<file path="src/rtl/chan_scan_pkg.sv">
// Shared types and helpers for the channel scan multiplexer.
// The clog2 helper sizes the channel index and dwell/blank counter ports.
package chan_scan_pkg;

    typedef enum logic {
        ST_BLANK = 1'b0,
        ST_SHOW  = 1'b1
    } state_t;

    localparam logic MODE_AUTO   = 1'b0;
    localparam logic MODE_MANUAL = 1'b1;

    function automatic int clog2(input int value);
        int r;
        r = 0;
        while ((1 << r) < value) r++;
        return r;
    endfunction

endpackage

</file>
<file path="src/rtl/rr_next_ch.sv">
// Combinational round-robin search: lowest enabled index above cur, else lowest enabled.
// wrapped is set when the chosen index is not above cur (including cur itself).
module rr_next_ch
    import chan_scan_pkg::*;
#(
    parameter int N_CH = 4
) (
    input  logic [clog2(N_CH)-1:0] cur,
    input  logic [N_CH-1:0]        mask,
    output logic [clog2(N_CH)-1:0] next_ch,
    output logic                   found,
    output logic                   wrapped
);

    localparam int IDX_W = clog2(N_CH);

    logic [IDX_W-1:0] above;
    logic [IDX_W-1:0] lowest;
    logic             any_above;
    logic             any_set;

    // Scan downwards so the last hit in each category is the lowest index.
    always_comb begin
        above     = '0;
        lowest    = '0;
        any_above = 1'b0;
        any_set   = 1'b0;
        for (int k = N_CH - 1; k >= 0; k--) begin
            if (mask[k]) begin
                lowest  = IDX_W'(k);
                any_set = 1'b1;
                if (k > int'(cur)) begin
                    above     = IDX_W'(k);
                    any_above = 1'b1;
                end
            end
        end
    end

    assign found   = any_set;
    assign next_ch = any_above ? above : lowest;
    assign wrapped = any_set && !any_above;

endmodule

</file>
<file path="src/rtl/chan_scan_mux.sv">
// Registered N-channel time-multiplexing selector with fixed dwell and blanking gap.
// Scans enabled channels round-robin or holds a qualified manual channel.
module chan_scan_mux
    import chan_scan_pkg::*;
#(
    parameter int N_CH  = 4,
    parameter int W     = 8,
    parameter int DWELL = 100000,
    parameter int BLANK = 1000
) (
    input  logic                   clk,
    input  logic                   rst,
    input  logic [N_CH*W-1:0]      in_bus,
    input  logic                   mode,
    input  logic [clog2(N_CH)-1:0] man_sel,
    input  logic [N_CH-1:0]        en_mask,
    output logic [W-1:0]           out,
    output logic [N_CH-1:0]        sel_onehot,
    output logic                   valid,
    output logic                   wrap
);

    localparam int IDX_W   = clog2(N_CH);
    localparam int MASK_W  = 1 << IDX_W;
    localparam int CNT_MAX = (DWELL > BLANK) ? DWELL : BLANK;
    localparam int CNT_W   = (clog2(CNT_MAX) > 0) ? clog2(CNT_MAX) : 1;
    localparam logic [CNT_W-1:0] DWELL_LAST = CNT_W'(DWELL - 1);
    localparam logic [CNT_W-1:0] BLANK_LAST = CNT_W'(BLANK - 1);

    state_t           state;
    logic [CNT_W-1:0] cnt;
    logic [IDX_W-1:0] ch;
    logic             first;

    logic [MASK_W-1:0] mask_ext;
    logic [IDX_W-1:0]  rr_next;
    logic              rr_found;
    logic              rr_wrapped;
    logic [IDX_W-1:0]  pick_ch;
    logic              pick_ok;
    logic              pick_wrap;

    // Zero-padding the mask to a power of two makes out-of-range man_sel read as disabled.
    assign mask_ext = MASK_W'(en_mask);

    rr_next_ch #(.N_CH(N_CH)) u_rr (
        .cur     (ch),
        .mask    (en_mask),
        .next_ch (rr_next),
        .found   (rr_found),
        .wrapped (rr_wrapped)
    );

    always_comb begin
        pick_ok   = 1'b0;
        pick_ch   = ch;
        pick_wrap = 1'b0;
        if (mode == MODE_MANUAL) begin
            pick_ok   = mask_ext[man_sel];
            pick_ch   = man_sel;
            pick_wrap = (man_sel <= ch);
        end else begin
            pick_ok   = rr_found;
            pick_ch   = rr_next;
            pick_wrap = rr_wrapped;
        end
    end

    always_ff @(posedge clk) begin
        if (rst) begin
            state      <= ST_BLANK;
            cnt        <= '0;
            ch         <= IDX_W'(N_CH - 1);
            first      <= 1'b1;
            out        <= '0;
            sel_onehot <= '0;
            valid      <= 1'b0;
            wrap       <= 1'b0;
        end else begin
            wrap <= 1'b0;
            case (state)
                ST_BLANK: begin
                    if (cnt == BLANK_LAST) begin
                        cnt <= '0;
                        if (pick_ok) begin
                            state      <= ST_SHOW;
                            ch         <= pick_ch;
                            first      <= 1'b0;
                            wrap       <= pick_wrap && !first;
                            out        <= in_bus[int'(pick_ch)*W +: W];
                            sel_onehot <= N_CH'(1) << pick_ch;
                            valid      <= 1'b1;
                        end
                    end else begin
                        cnt <= cnt + 1'b1;
                    end
                end
                ST_SHOW: begin
                    if (!mask_ext[ch] || cnt == DWELL_LAST) begin
                        state      <= ST_BLANK;
                        cnt        <= '0;
                        out        <= '0;
                        sel_onehot <= '0;
                        valid      <= 1'b0;
                    end else begin
                        cnt        <= cnt + 1'b1;
                        out        <= in_bus[int'(ch)*W +: W];
                        sel_onehot <= N_CH'(1) << ch;
                        valid      <= 1'b1;
                    end
                end
                default: state <= ST_BLANK;
            endcase
        end
    end

endmodule

</file>
<file path="config.mk">
export PLATFORM = sky130hd
export DESIGN_NAME = chan_scan_mux
export DESIGN_NICKNAME = d
export VERILOG_FILES = /design/src/rtl/chan_scan_pkg.sv /design/src/rtl/rr_next_ch.sv /design/src/rtl/chan_scan_mux.sv
export SDC_FILE = /design/constraint.sdc
export NUM_CORES = 1
export LEC_CHECK = 0
export ABC_AREA = 1
export CAP_MARGIN = 20
export CORE_MARGIN = 4
export CORE_UTILIZATION = 35
export CTS_CLUSTER_SIZE = 16
export DETAILED_ROUTE_END_ITERATION = 16
export GPL_TIMING_DRIVEN = 1
export PLACE_DENSITY = 0.67
export REMOVE_ABC_BUFFERS = 1
export SLEW_MARGIN = 20
export SYNTH_ARGS = -nofsm -noshare
export SYNTH_HDL_FRONTEND = slang
export SYNTH_SLANG_ARGS = --single-unit
</file>
<file path="constraint.sdc">
create_clock -name clk -period 2.3 [get_ports clk]
set_input_delay 0.23 -clock clk [delete_from_list [all_inputs] [get_ports clk]]
set_output_delay 0.23 -clock clk [all_outputs]
set_load 0.02 [all_outputs]
</file>
==> impl_results.md <==
* Number of maximum-capacitance constraint violations at 0
* Floorplan die width at 91.6 um
* Hold depth at 1
* Post-CTS resize count at 0
* Final clock period utilization by the worst path at 0.880
* Clock latency at the later pin of the worst-skew pair at 0.30 ns
* Critical register-to-register path endpoint: out[6]$_SDFFE_PP0P_
* TritonCTS clock tree: built
* Wire length of the first global-routing pass at 11400 um
* Average vias per placed instance at 4.77
* Setup TNS after final layout at 0 ns
* Startpoint of the lowest-slack register-to-register path: ch[0]$_SDFFE_PP1P_
* Number of H-tree branching levels at 2
* Io pins at 55
* Area enclosed by the die boundary at 0.00839 mm2
* Dominant register cell in the synthesized netlist: sky130_fd_sc_hd__dfxtp_1
* Count of buffering cells on the critical path with inverters included at 3
* Setup slack after layout at 0.277 ns
* Core area at 0.00679 mm2
* Worst EP required at 2.55 ns
* Number of cells traversed by the worst register-to-register path at 13
* Commonest non-fill, non-tap cell in the layout: sky130_fd_sc_hd__nand2_1
* Layout Skew at 0.00716 ns
* Vias at 2747
* Synth top area share at 0.286
* Status: completed
* FP Rows at 30
* Total CTS buffers at 5
* Detailed-route wire length per cell at 11.8 um
* Most common cell on crit path: sky130_fd_sc_hd__nand2_1
* Unique cell type count in the Yosys netlist at 32
* Residual antenna-violating net count after detailed routing at 0
* Number of nets at the end of the flow at 523
* Sum of overflow across all layers after global routing at 0
* Setup repair after global routing missed its margin: false
* Cell with the biggest individual delay on the critical path: sky130_fd_sc_hd__dfxtp_1
* Kind of end point of the critical path: flip-flop
* Commonest cells after routing, fill and taps aside: 109 x sky130_fd_sc_hd__nand2_1, 81 x sky130_fd_sc_hd__inv_1, 54 x sky130_fd_sc_hd__clkdlybuf4s50_1
* Number of synthesized flops with an enable pin at 0
* Post-CTS setup repair buffer count at 0
* Netlist area before placement at 0.00245 mm2
* Number of warnings printed during yosys synthesis at 0
* Worst min path class: flip-flop to flip-flop
* Flip-flop and latch area at 701 um2
* Root buffer selected by CTS: sky130_fd_sc_hd__clkbuf_8
* Max-slew violation total from the final report at 0
* Number of filler instances in the final layout at 688
* Worst slew slack as a fraction of its limit at 0.729
* Cell Chain, Critical Path: nor2_1, nand2_1, nand3_4, inv_1, nand2_1, nand2_1, nand2_1, inv_1, nor2_2, nand3_1, nand3_1, nand2_1, inv_1
* Fraction of final layout cells with drive strength greater than 1 at 0.0646
* Critical Path Stages at 13
* Pwr Total at 1.51 mW
* Maximum root-to-sink buffer count at 2
* Initial cell density of the core at 0.360
* Min-Delay Startpoint: first$_SDFFE_PP1P_
* Hold Violations, Final at 0
* Number of antenna violations at the first check in global routing at 0
* Number of hold buffers added after cts at 0
* Num Clock Sinks at 35
* Multi-input gate area in the final layout at 0.00136 mm2
* Register-to-register setup slack at 0.28 ns
* Number of global-route vias before repair at 2545
* Clock slew seen by the registers of the worst setup and hold paths at 0.07 ns
* Largest net degree at the start of global routing at 26
* Post-synthesis async set-or-reset flop share at 0
* Post-synthesis area per instance at 5.90 um2
* Crit path largest cell delay at 0.37 ns
* Synth area leader: sky130_fd_sc_hd__dfxtp_1
* Number of cells produced by synthesis at 415
* Placement Setup Slack at 0.124 ns
* Synthesis-to-finish area growth at 33.7%
* Number of setup violations in the final report at 0
* Overall track demand over capacity in global routing at 0.166
* Top post-synthesis cells by area: sky130_fd_sc_hd__dfxtp_1 29%, sky130_fd_sc_hd__nand2_1 17%, sky130_fd_sc_hd__inv_1 12%
* Final Wtd Congestion at 0.933
* PD cells at 461 mW/mm2
* Critical path arrival at 2.27 ns
* Estimated wirelength of the detail-placed design at 5250 um
* Family of cells with the greatest summed delay on the critical path: simple AND/OR/NAND/NOR gates
* Number of register bits inferred by synthesis at 35
* First-pass DRT Iterations at 5
* Worst Max-Slew Pin Slew at 0.406 ns
* Min Tclk post-route at 2.02 ns
* Iteration-0 DRC count of the detailed router at 139
* Maximum fanout along the worst path at 7
* Maximum resistive drop on vdd at 219 uV
* Type of the worst setup path: flip-flop to flip-flop
* Diodes inserted at 0
* Leakage power total at 1.59 nW
* Max Clk Rate at 494 MHz
* Die Y at 91.6 um
* Hold-critical path endpoint: wrap$_SDFF_PP0_
* Sequential cell area fraction in the yosys report at 0.286
* Number of remaining DRC errors at 0
* Wire length after detailed routing at 6820 um
* CP startpoint kind: flip-flop
* Number of port buffers at 54
[layer usage]
| metal | up-vias | track usage | wire length (um) |
|---|---|---|---|
| met2 | 100 | 0.273 | 3270 |
| met5 | - | 0 | 0 |
| met1 | 1211 | 0.208 | 2970 |
| met4 | 0 | 0.0879 | 129 |
| li1 | 1427 | - | - |
| met3 | 9 | 0.0279 | 450 |
[power by group]
group          leakage, nW  switching, mW  internal, mW  total (mW)
clock network       0.0654          0.236         0.433       0.670
registers            0.283        0.00268         0.610       0.613
logic                 1.24          0.115         0.110       0.225
[logic make-up after synthesis]
group / count (synthesis) / share of synthesized area
and+or+nand+nor: 232 / 0.417
AOI/OAI and AO/OA: 48 / 0.107
adders and majority gates: 3 / 0.0153
DFF: 35 / 0.286
buffers and inverters: 92 / 0.156
xor gates and xnor gates: 5 / 0.0179
[cell usage after synthesis (2+ instances only)]
cell type / number
sky130_fd_sc_hd__nor2_1: 47
sky130_fd_sc_hd__dfxtp_1: 35
sky130_fd_sc_hd__o211ai_1: 2
sky130_fd_sc_hd__buf_2: 3
sky130_fd_sc_hd__o22ai_1: 4
sky130_fd_sc_hd__inv_1: 81
sky130_fd_sc_hd__a21oi_1: 16
sky130_fd_sc_hd__nor4_1: 2
sky130_fd_sc_hd__nor3_1: 11
sky130_fd_sc_hd__nor2_2: 2
sky130_fd_sc_hd__ha_1: 3
sky130_fd_sc_hd__buf_6: 4
sky130_fd_sc_hd__nand2_2: 5
sky130_fd_sc_hd__nand3_1: 39
sky130_fd_sc_hd__xor2_1: 5
sky130_fd_sc_hd__o21ai_0: 20
sky130_fd_sc_hd__nand4_1: 13
sky130_fd_sc_hd__nand2_1: 109
[sequential cells by signal, summed over array words and instances, names as in the netlist]
register	flops
cnt	17
out	8
sel_onehot	4
ch	2
first	1
state	1
valid	1
wrap	1
[metrics by stage]
step | utilization | hold WS (ns) | cell area [um2] | instances
floorplan | - | 0.299 | 2380 | 406
global placement | 0.462 | 0.413 | 3140 | 568
detailed placement | 0.462 | 0.425 | 3140 | 568
CTS | 0.482 | 0.443 | 3270 | 576
global route | 0.482 | 0.446 | 3270 | 576
finish | 0.482 | 0.438 | 3270 | 576
[worst max-delay path by stage]
stage                               end                from
floorplan           out[0]$_SDFFE_PP0P_  ch[0]$_SDFFE_PP1P_
global placement    out[2]$_SDFFE_PP0P_          en_mask[3]
detailed placement  out[6]$_SDFFE_PP0P_          en_mask[3]
CTS                 out[6]$_SDFFE_PP0P_  ch[0]$_SDFFE_PP1P_
global route        out[0]$_SDFFE_PP0P_  ch[0]$_SDFFE_PP1P_
finish              out[6]$_SDFFE_PP0P_  ch[0]$_SDFFE_PP1P_
[area by class of cell]
| cell class | count | area share |
|---|---|---|
| clock inverters | 2 | 0.0184 |
| well taps | 96 | 0.0367 |
| clock buffers | 6 | 0.0222 |
| inverters | 83 | 0.0952 |
| repair buffers | 66 | 0.197 |
| multi-input cells | 288 | 0.417 |
| flip-flops and latches | 35 | 0.214 |
(Power assumes the default switching activity.)
